===== src/rtl/row_merge_buffer_pkg.sv =====
// row_merge_buffer_pkg
//   Shared widths and types for the row merge buffer that sits behind the
//   post-hash reorder crossbar.
//   - ISSUE_W : lanes (byte positions) per window
//   - ADDR_W  : address width
//   - MML_W   : meta match length width
//   - CNT_W   : width of the saturating partial-flush counter
//   - lane_res_t : packed per-lane result {history_valid, history_addr,
//                  meta_match_len, can_ext}
//   - merge_state_e : EMPTY / ACCUM accumulator states
//   Optional feature macro used by the top: ROW_MERGE_SEQ_CHECK_EN

`ifndef HASH_ISSUE_WIDTH
`define HASH_ISSUE_WIDTH 16
`endif
`ifndef ADDR_WIDTH
`define ADDR_WIDTH 32
`endif
`ifndef META_MATCH_LEN_WIDTH
`define META_MATCH_LEN_WIDTH 5
`endif

package row_merge_buffer_pkg;

  localparam int ISSUE_W = `HASH_ISSUE_WIDTH;
  localparam int ADDR_W  = `ADDR_WIDTH;
  localparam int MML_W   = `META_MATCH_LEN_WIDTH;
  localparam int CNT_W   = 16;

  typedef struct packed {
    logic              history_valid;
    logic [ADDR_W-1:0] history_addr;
    logic [MML_W-1:0]  meta_match_len;
    logic              can_ext;
  } lane_res_t;

  typedef enum logic {
    ST_EMPTY = 1'b0,
    ST_ACCUM = 1'b1
  } merge_state_e;

endpackage


===== src/rtl/row_merge_lane.sv =====
// row_merge_lane
//   One lane of the window accumulator. Holds the lane's result while a
//   window is being assembled from several beats, and offers the merged
//   value (new beat lane if present, else the held value) to the top.
//   Ports:
//   - clk, rst_n        : clock, async active-low reset
//   - beat_accept       : a beat is accepted this cycle
//   - beat_lane_valid   : the beat carries this lane
//   - beat_res          : the beat's result for this lane
//   - clear             : window leaves the accumulator this cycle
//   - acc_valid         : lane already filled in the accumulator
//   - acc_res           : held lane result (zero when not filled)
//   - merged_res        : beat value if carried, else held value
//   - overlap           : accepted beat re-delivers an already filled lane

module row_merge_lane
  import row_merge_buffer_pkg::*;
(
  input  logic      clk,
  input  logic      rst_n,
  input  logic      beat_accept,
  input  logic      beat_lane_valid,
  input  lane_res_t beat_res,
  input  logic      clear,
  output logic      acc_valid,
  output lane_res_t acc_res,
  output lane_res_t merged_res,
  output logic      overlap
);

  logic      acc_valid_q, acc_valid_d;
  lane_res_t acc_res_q, acc_res_d;

  // Cleared lanes are zeroed so an emitted window reports 0 in unfilled lanes.
  always_comb begin
    acc_valid_d = acc_valid_q;
    acc_res_d   = acc_res_q;
    merged_res  = beat_lane_valid ? beat_res : acc_res_q;
    overlap     = beat_accept && beat_lane_valid && acc_valid_q;
    if (clear) begin
      acc_valid_d = 1'b0;
      acc_res_d   = '0;
    end else if (beat_accept && beat_lane_valid) begin
      acc_valid_d = 1'b1;
      acc_res_d   = beat_res;
    end
  end

  always_ff @(posedge clk or negedge rst_n) begin
    if (!rst_n) begin
      acc_valid_q <= 1'b0;
      acc_res_q   <= '0;
    end else begin
      acc_valid_q <= acc_valid_d;
      acc_res_q   <= acc_res_d;
    end
  end

  assign acc_valid = acc_valid_q;
  assign acc_res   = acc_res_q;

endmodule


===== src/rtl/row_merge_buffer.sv =====
// row_merge_buffer
//   Merges partial crossbar beats sharing a window head address into one
//   complete window and emits it through a single-entry valid/ready output
//   register. Partial windows are flushed on a delimiter or when a beat with
//   a different head address arrives.
//   Inputs : clk, rst_n, input_valid, input_head_addr, input_row_valid,
//            input_history_valid, input_history_addr, input_meta_match_len,
//            input_meta_match_can_ext, input_data, input_delim, output_ready
//   Outputs: input_ready, output_valid and merged window payload,
//            stat_partial_flush_cnt, stat_overlap, stat_seq_err
//   Optional feature macro: ROW_MERGE_SEQ_CHECK_EN (head sequence check);
//   without it stat_seq_err is tied 0.

module row_merge_buffer
  import row_merge_buffer_pkg::*;
(
  input  logic                     clk,
  input  logic                     rst_n,
  input  logic                     input_valid,
  input  logic [ADDR_W-1:0]        input_head_addr,
  input  logic [ISSUE_W-1:0]       input_row_valid,
  input  logic [ISSUE_W-1:0]       input_history_valid,
  input  logic [ISSUE_W*ADDR_W-1:0] input_history_addr,
  input  logic [ISSUE_W*MML_W-1:0] input_meta_match_len,
  input  logic [ISSUE_W-1:0]       input_meta_match_can_ext,
  input  logic [ISSUE_W*8-1:0]     input_data,
  input  logic                     input_delim,
  output logic                     input_ready,
  output logic                     output_valid,
  output logic [ADDR_W-1:0]        output_head_addr,
  output logic [ISSUE_W-1:0]       output_row_valid,
  output logic [ISSUE_W-1:0]       output_history_valid,
  output logic [ISSUE_W*ADDR_W-1:0] output_history_addr,
  output logic [ISSUE_W*MML_W-1:0] output_meta_match_len,
  output logic [ISSUE_W-1:0]       output_meta_match_can_ext,
  output logic [ISSUE_W*8-1:0]     output_data,
  output logic                     output_delim,
  input  logic                     output_ready,
  output logic [CNT_W-1:0]         stat_partial_flush_cnt,
  output logic                     stat_overlap,
  output logic                     stat_seq_err
);

  merge_state_e state_q, state_d;

  logic [ADDR_W-1:0]    acc_head_q, acc_head_d;
  logic [ISSUE_W*8-1:0] acc_data_q, acc_data_d;
  logic                 acc_delim_q, acc_delim_d;

  logic [ISSUE_W-1:0] acc_mask;
  logic [ISSUE_W-1:0] merged_mask;
  logic [ISSUE_W-1:0] overlap_vec;
  lane_res_t [ISSUE_W-1:0] beat_res;
  lane_res_t [ISSUE_W-1:0] acc_res;
  lane_res_t [ISSUE_W-1:0] merged_res;

  logic ld_ok, mismatch, flush, accept, emit, out_load, partial_evt;

  logic                      out_valid_q, out_valid_d;
  logic [ADDR_W-1:0]         out_head_q, out_head_d;
  logic [ISSUE_W-1:0]        out_mask_q, out_mask_d;
  logic [ISSUE_W-1:0]        out_hv_q, out_hv_d;
  logic [ISSUE_W*ADDR_W-1:0] out_ha_q, out_ha_d;
  logic [ISSUE_W*MML_W-1:0]  out_mml_q, out_mml_d;
  logic [ISSUE_W-1:0]        out_ce_q, out_ce_d;
  logic [ISSUE_W*8-1:0]      out_data_q, out_data_d;
  logic                      out_delim_q, out_delim_d;

  logic [CNT_W-1:0] cnt_q, cnt_d;
  logic             overlap_q, overlap_d;

  logic [ADDR_W-1:0] load_head;
  logic              load_delim;

  // Unpack the flat per-lane input buses into lane structs.
  always_comb begin
    beat_res = '0;
    for (int i = 0; i < ISSUE_W; i++) begin
      beat_res[i].history_valid  = input_history_valid[i];
      beat_res[i].history_addr   = input_history_addr[i*ADDR_W +: ADDR_W];
      beat_res[i].meta_match_len = input_meta_match_len[i*MML_W +: MML_W];
      beat_res[i].can_ext        = input_meta_match_can_ext[i];
    end
  end

  for (genvar g = 0; g < ISSUE_W; g++) begin : g_lane
    row_merge_lane u_lane (
      .clk             (clk),
      .rst_n           (rst_n),
      .beat_accept     (accept),
      .beat_lane_valid (input_row_valid[g]),
      .beat_res        (beat_res[g]),
      .clear           (out_load),
      .acc_valid       (acc_mask[g]),
      .acc_res         (acc_res[g]),
      .merged_res      (merged_res[g]),
      .overlap         (overlap_vec[g])
    );
  end

  // Handshake control. A head change while accumulating first pushes the
  // held partial window out; the new beat is taken on a later cycle.
  always_comb begin
    ld_ok       = !out_valid_q || output_ready;
    mismatch    = (state_q == ST_ACCUM) && input_valid && (input_head_addr != acc_head_q);
    flush       = mismatch && ld_ok;
    input_ready = rst_n && ld_ok && !mismatch;
    accept      = input_valid && input_ready;
    merged_mask = acc_mask | input_row_valid;
    emit        = accept && ((merged_mask == '1) || input_delim);
    out_load    = flush || emit;
    partial_evt = flush || (emit && (merged_mask != '1));
  end

  // Accumulator state and window-level fields.
  always_comb begin
    state_d     = state_q;
    acc_head_d  = acc_head_q;
    acc_data_d  = acc_data_q;
    acc_delim_d = acc_delim_q;
    if (out_load) begin
      state_d     = ST_EMPTY;
      acc_head_d  = '0;
      acc_data_d  = '0;
      acc_delim_d = 1'b0;
    end else if (accept) begin
      state_d     = (merged_mask != '0) ? ST_ACCUM : ST_EMPTY;
      acc_head_d  = input_head_addr;
      acc_data_d  = input_data;
      acc_delim_d = acc_delim_q | input_delim;
    end
  end

  // Output register: a flush loads the held window, an emit loads the
  // merged window; a handshake without a new load drops output_valid.
  always_comb begin
    out_valid_d = out_valid_q;
    out_head_d  = out_head_q;
    out_mask_d  = out_mask_q;
    out_hv_d    = out_hv_q;
    out_ha_d    = out_ha_q;
    out_mml_d   = out_mml_q;
    out_ce_d    = out_ce_q;
    out_data_d  = out_data_q;
    out_delim_d = out_delim_q;
    load_head   = flush ? acc_head_q : input_head_addr;
    load_delim  = flush ? acc_delim_q : (acc_delim_q | input_delim);
    if (out_load) begin
      out_valid_d = 1'b1;
      out_head_d  = load_head;
      out_delim_d = load_delim;
      out_mask_d  = flush ? acc_mask : merged_mask;
      out_data_d  = flush ? acc_data_q : input_data;
      for (int i = 0; i < ISSUE_W; i++) begin
        out_hv_d[i]                  = flush ? acc_res[i].history_valid  : merged_res[i].history_valid;
        out_ha_d[i*ADDR_W +: ADDR_W] = flush ? acc_res[i].history_addr   : merged_res[i].history_addr;
        out_mml_d[i*MML_W +: MML_W]  = flush ? acc_res[i].meta_match_len : merged_res[i].meta_match_len;
        out_ce_d[i]                  = flush ? acc_res[i].can_ext        : merged_res[i].can_ext;
      end
    end else if (out_valid_q && output_ready) begin
      out_valid_d = 1'b0;
    end
  end

  // Statistics: saturating partial-window count and sticky overlap flag.
  always_comb begin
    cnt_d     = cnt_q;
    overlap_d = overlap_q | (|overlap_vec);
    if (partial_evt && (cnt_q != '1)) begin
      cnt_d = cnt_q + 1'b1;
    end
  end

  always_ff @(posedge clk or negedge rst_n) begin
    if (!rst_n) begin
      state_q     <= ST_EMPTY;
      acc_head_q  <= '0;
      acc_data_q  <= '0;
      acc_delim_q <= 1'b0;
      out_valid_q <= 1'b0;
      out_head_q  <= '0;
      out_mask_q  <= '0;
      out_hv_q    <= '0;
      out_ha_q    <= '0;
      out_mml_q   <= '0;
      out_ce_q    <= '0;
      out_data_q  <= '0;
      out_delim_q <= 1'b0;
      cnt_q       <= '0;
      overlap_q   <= 1'b0;
    end else begin
      state_q     <= state_d;
      acc_head_q  <= acc_head_d;
      acc_data_q  <= acc_data_d;
      acc_delim_q <= acc_delim_d;
      out_valid_q <= out_valid_d;
      out_head_q  <= out_head_d;
      out_mask_q  <= out_mask_d;
      out_hv_q    <= out_hv_d;
      out_ha_q    <= out_ha_d;
      out_mml_q   <= out_mml_d;
      out_ce_q    <= out_ce_d;
      out_data_q  <= out_data_d;
      out_delim_q <= out_delim_d;
      cnt_q       <= cnt_d;
      overlap_q   <= overlap_d;
    end
  end

`ifdef ROW_MERGE_SEQ_CHECK_EN
  // Consecutive windows inside a block must advance by one window; the
  // first window after a delimiter (or reset) starts a new block and is
  // not checked, hence prev_delim resets to 1.
  logic [ADDR_W-1:0] prev_head_q, prev_head_d;
  logic              prev_delim_q, prev_delim_d;
  logic              seq_err_q, seq_err_d;

  always_comb begin
    prev_head_d  = prev_head_q;
    prev_delim_d = prev_delim_q;
    seq_err_d    = seq_err_q;
    if (out_load) begin
      if (!prev_delim_q && (load_head != prev_head_q + ADDR_W'(ISSUE_W))) begin
        seq_err_d = 1'b1;
      end
      prev_head_d  = load_head;
      prev_delim_d = load_delim;
    end
  end

  always_ff @(posedge clk or negedge rst_n) begin
    if (!rst_n) begin
      prev_head_q  <= '0;
      prev_delim_q <= 1'b1;
      seq_err_q    <= 1'b0;
    end else begin
      prev_head_q  <= prev_head_d;
      prev_delim_q <= prev_delim_d;
      seq_err_q    <= seq_err_d;
    end
  end

  assign stat_seq_err = seq_err_q;
`else
  assign stat_seq_err = 1'b0;
`endif

  assign output_valid              = out_valid_q;
  assign output_head_addr          = out_head_q;
  assign output_row_valid          = out_mask_q;
  assign output_history_valid      = out_hv_q;
  assign output_history_addr       = out_ha_q;
  assign output_meta_match_len     = out_mml_q;
  assign output_meta_match_can_ext = out_ce_q;
  assign output_data               = out_data_q;
  assign output_delim              = out_delim_q;
  assign stat_partial_flush_cnt    = cnt_q;
  assign stat_overlap              = overlap_q;

endmodule


===== config.mk =====
export PLATFORM = sky130hd
export DESIGN_NAME = row_merge_buffer
export DESIGN_NICKNAME = d
export VERILOG_FILES = /design/src/rtl/row_merge_buffer_pkg.sv /design/src/rtl/row_merge_lane.sv /design/src/rtl/row_merge_buffer.sv
export SDC_FILE = /design/constraint.sdc
export NUM_CORES = 2
export LEC_CHECK = 0
export ABC_CLOCK_PERIOD_IN_PS = 3700
export BUFFER_PORTS_ARGS = -buffer_cell sky130_fd_sc_hd__buf_2
export CORE_AREA = 2 2 637 639
export CTS_BUF_LIST = sky130_fd_sc_hd__clkbuf_4
export DETAILED_ROUTE_END_ITERATION = 16
export DIE_AREA = 0 0 639 641
export GPL_TIMING_DRIVEN = 0
export SLEW_MARGIN = 10
export SYNTH_ARGS = -nofsm -noshare
export SYNTH_HDL_FRONTEND = slang
export SYNTH_SLANG_ARGS = --single-unit

===== constraint.sdc =====
create_clock -name clk -period 3.7 [get_ports clk]
set_input_delay 0.37 -clock clk [delete_from_list [all_inputs] [get_ports clk]]
set_output_delay 0.37 -clock clk [all_outputs]
set_load 0.02 [all_outputs]

==> results.md <==
Clock network:
- The H-tree depth is 5.
- No sink is reached through more buffers than the 4 on the longest clock path.
- The number of buffers added by the clock tree synthesis step is 453.
- The post-CTS clock slew at the launch and capture registers of the worst setup and hold paths is around 0.07 ns.
- For this design, the sink count on the clock tree is approximately 1600.
- At the later pin of the worst-skew pair, clock insertion delay measures between 1.5 and 2 ns.
- TritonCTS built the clock tree.
- The tree is rooted in a clkbuf_4.

Setup path:
- The kind of cell with the highest combined delay along the critical path is buffers and inverters.
- STA puts the critical path data required time at just under 5 ns.
- In this design, the stage delay of the slowest critical-path cell is around 0.58 ns.
- The type of the worst setup path is reg -> reg.
- The critical path's slowest cell is clkbuf_1.
- In this run the register-to-register setup slack is approximately 0.1 ns.
- Of all nets on the critical path, the largest fanout is 10.
- The arrival time at the worst endpoint is 4.86 ns.
- The path depth of the worst reg2reg path is 12.
- The type of destination of the critical path is a flop.
- The instance count on the critical path is 12.
- The type of origin of the critical path is a flop.
- The most frequent cell on the critical path is buf_4.
- The number of buffers and inverters on the critical path is 5.
- The signal on the critical path passes through xnor2_2 > nand4_1 > nor4_4 > buf_4 > buf_4 > a21oi_4 > buf_16 > buf_4 > nor2b_1 > clkbuf_1 > o21ai_0 > nand2_1.

Global routing:
- The first-pass GRT wire length is around 580000 um.
- The largest net degree at the start of global routing is approximately 150.
- The number of antenna violations at the first check in global routing is 162.
- The number of global-route vias before repair is roughly 70000.
- The total overflow reported by the global router is 0.
- The aggregate global-route resource usage is between 20% and 30%.

Floorplanning:
- The horizontal die dimension is between 600 and 700 um.
- The area of the placeable core is ~0.4 mm2.
- The initial utilization of the core area, before any placement, comes to approximately 16%.
- The die covers roughly 0.4 mm2.
- From bottom edge to top edge, the die measures ~640 um.
- The number of placement rows is between 200 and 250.
- 1626 I/O pins were placed.

Detailed routing:
- The first TritonRoute pass finished after 6 iterations.
- For this block, the routed nets add up to roughly 430000 um of wire.
- The number of DRC violations after detailed routing is 0.
- The average vias per placed instance is about 4.4.
- The number of violations reported at the end of detailed-routing iteration 0 is a little over 6000.
- For this block, the via count after detailed routing is about 70000.
- After detailed routing, the average wire length per cell comes to 27.36 um.
- The number of nets still failing antenna checks after routing is 0.

Synthesis:
- The count of warnings emitted by yosys is 0.
- The fraction of synthesized cell area taken by the top area cell type is between 60% and 70%.
- Yosys attributes the largest share of cell area to dfrtp_1 62%, a22o_1 11%, a21oi_1 9.5%.
- The mapped cell area is between 0.06 and 0.07 mm2.
- The post-synthesis cell type count is 43.
- The share of flip-flops with an asynchronous set or reset is 100.0%.
- The total of flip-flops plus latches after synthesis is roughly 1600.
- Each instance of the synthesized netlist takes up on average around 11 um2.
- In this run, synthesis inferred 0 flip-flops with an integrated enable.
- The cell count after synthesis is between 6000 and 7000.
- The portion of the post-synthesis area used by sequential elements is between 60% and 70%.
- The flip-flop cell with the highest count after synthesis is dfrtp_1.
- The number of nets handed over by synthesis was ~7000.
- Of all cell types, the one taking the most synthesized area is dfrtp_1.

STA:
- The worst slack on hold paths is 0.2591 ns.
- For the pin with the worst max-slew slack, the measured transition is between 1 and 1.5 ns.
- The clock period could shrink to ~3.6 ns.
- The total count of hold-check failures in the final report was 0.
- Setup repair after global routing could not meet its margin everywhere.
- Measured against its own limit, the worst slew margin works out to between 20 and 25%.
- The total count of max-transition violations in the final report is 0.
- The clock arrives with 0.2830 ns of skew.
- The peak clock frequency supported by timing is 278.0 MHz.
- Setup violations remaining at the end of the flow were counted as 0.
- After layout, the worst path uses a little over nine tenths of the clock period.
- The setup slack after layout is ~0.1 ns.

Pwr:
- Overall power consumption after layout is estimated at roughly 75000 uW.
- The cell area power density is around 710 mW/mm2.
- The worst vdd rail ir drop is between 500 and 600 uV.
- The standby leakage power is ~0.048 uW.

Placement:
- The congestion estimate from routability-driven global placement came to about 1.
- The cell area after placement is approximately 0.08 mm2.
- The estimated wirelength of the detail-placed design is about 320000 um.
- OpenSTA, run right after detailed placement, puts the worst setup slack at -3.343 ns.
- In this run the tool buffered the top-level ports with approximately 1600 buffer cells.

Cells and area:
- The growth of design area from synthesis to finish is 60.11%.
- At the end of the flow, the number of nets in the layout was between 10000 and 15000.
- The fraction of final layout cells with drive strength greater than 1 is a little over a quarter.
- After routing the design area is between 0.1 and 0.15 mm2.

Min path:
- The path class of the tightest hold or removal check is in -> reg.
- Along the worst hold path, the cell count comes to 4.

Outcome:
- The flow ran to the end, and the final reports show no timing, DRC or antenna violations.

Flow run:
- The tool flagged a number of max-cap violations equal to 0.
[Yosys cell counts (2+ instances only)]
cell / instances
buf_4: 30
nand2_1: 837
clkbuf_1: 188
buf_1: 14
nor3_1: 5
clkbuf_2: 3
and4_1: 3
a21o_1: 2
nor2_2: 3
xor2_1: 9
nor4_1: 9
nor2b_1: 18
buf_2: 269
mux2i_1: 160
o21ai_0: 177
a221oi_1: 4
dfrtp_1: 1621
o22ai_1: 7
nor4_2: 2
a21oi_1: 1249
xnor2_1: 35
nor2_1: 678
or4_1: 2
nand3_1: 11
a21oi_2: 8
and2_1: 17
a22o_1: 789
o21a_1: 5
nand2b_1: 18
and3_1: 2
nand4_1: 12
inv_1: 3
[routing by layer]
layer | up-vias | global-route usage, % | share of wire [%]
met1 | 35140 | 22.91 | 37
met4 | 72 | 10.50 | 5.7
met3 | 1176 | 7.912 | 10
met2 | 3843 | 32.57 | 47
li1 | 29920 | - | -
met5 | - | 0 | 0.11
[area by class of cell]
class | instances | area (um2)
fill | 42300 | 297000
sequential | 1621 | 40570
timing repair buffer | 3386 | 26280
multi-input combinational | 4073 | 22840
tap | 5287 | 6615
clock buffer | 684 | 5135
buffer | 499 | 2594
clock inverter | 113 | 634.4
antenna | 130 | 325.3
inverter | 3 | 11.26
[cells in the final DEF, fill, tap and decap left out, types with 4 or more instances in the layout]
cell type / instances
buf_1: 14
buf_2: 1854
clkbuf_4: 692
clkinv_8: 4
diode_2: 130
clkinv_2: 18
buf_4: 65
nor3_1: 5
clkbuf_1: 164
a22o_1: 789
o21a_1: 5
nand4_1: 12
nor2_1: 672
clkbuf_2: 16
xnor2_2: 9
a21oi_1: 1249
dlygate4sd3_1: 1706
dfrtp_2: 5
xnor2_1: 26
buf_8: 6
nor2_4: 5
nor2_2: 5
o21ai_0: 176
nand2b_1: 16
nand2_1: 836
xor2_1: 9
o22ai_1: 7
nor4_1: 9
clkinvlp_4: 8
dfrtp_1: 1616
nand3_1: 10
nor2b_1: 18
clkinv_1: 70
a21oi_2: 5
and2_1: 17
buf_16: 25
a221oi_1: 4
buf_6: 11
mux2i_1: 157
buf_12: 12
[worst paths after layout]
| kind | start | end |
|---|---|---|
| max in group asynchronous | rst_n | output_row_valid[11] |
| worst max register to register | acc_head_q[13] | output_row_valid[8] |
| min in group asynchronous | rst_n | g_lane[6].u_lane.acc_res[6] |
| worst min register to register | g_lane[12].u_lane.acc_res[33] | output_history_addr[411] |
| worst max-delay path | acc_head_q[13] | output_row_valid[8] |
| worst min-delay path | input_history_addr[339] | g_lane[10].u_lane.acc_res[25] |
[where the power goes]
part	switching [uW]	internal, uW
clock network	8890	8570
logic	21300	8660
registers	3940	23200
[per-stage QoR]
step	utilization [%]	TNS (ns)	std cells
finish	26.12	0	15800
global route	26.09	-0.08095	15740
CTS	25.96	-29.19	15660
detailed placement	20.10	-3058.13	13130
global placement	19.98	-	13110
floorplan	-	0	6201
[state kept, by name, summed over array words and instances (netlist names)]
| register | flops |
|---|---|
| g_lane.u_lane.acc_res | 624 |
| output_history_addr | 512 |
| acc_data_q | 128 |
| output_data | 128 |
| output_meta_match_len | 80 |
| acc_head_q | 32 |
| output_head_addr | 32 |
| g_lane.u_lane.acc_valid | 16 |
| output_history_valid | 16 |
| output_meta_match_can_ext | 16 |
| output_row_valid | 16 |
| stat_partial_flush_cnt | 16 |
| acc_delim_q | 1 |
| output_delim | 1 |
| output_valid | 1 |
| stat_overlap | 1 |
| state_q | 1 |
[worst reg2reg max path, cell delays in order, from the launching register on]
cell,delay [ns]
dfrtp_1,0.42
xnor2_2,0.18
nand4_1,0.22
nor4_4,0.29
buf_4,0.17
buf_4,0.12
a21oi_4,0.08
buf_16,0.16
buf_4,0.37
nor2b_1,0.33
clkbuf_1,0.58
o21ai_0,0.39
nand2_1,0.15
[what timing repair did]
action,4_1_cts,5_1_grt
gates cloned,0,2
hold endpoints to repair,2075,258
gates resized for setup,104,35
setup endpoints to repair,1605,1134
pin swaps,18,13
setup buffers,21,5
hold buffers,1710,7
[logic make-up (layout without fill, tap and decap cells)]
logic type,count (synthesis),after routing,synth area share (%)
AOI/OAI and AO/OA,2244,2244,21.76
DFF,1621,1621,61.85
and+or+nand+nor,1621,1621,9.709
buffers and inverters,507,4685,3.592
muxes,162,162,2.476
xor gates and xnor gates,44,44,0.5876
adders and majority gates,1,1,0.01908
other,1,131,0.005718
(Power assumes the default switching activity.)
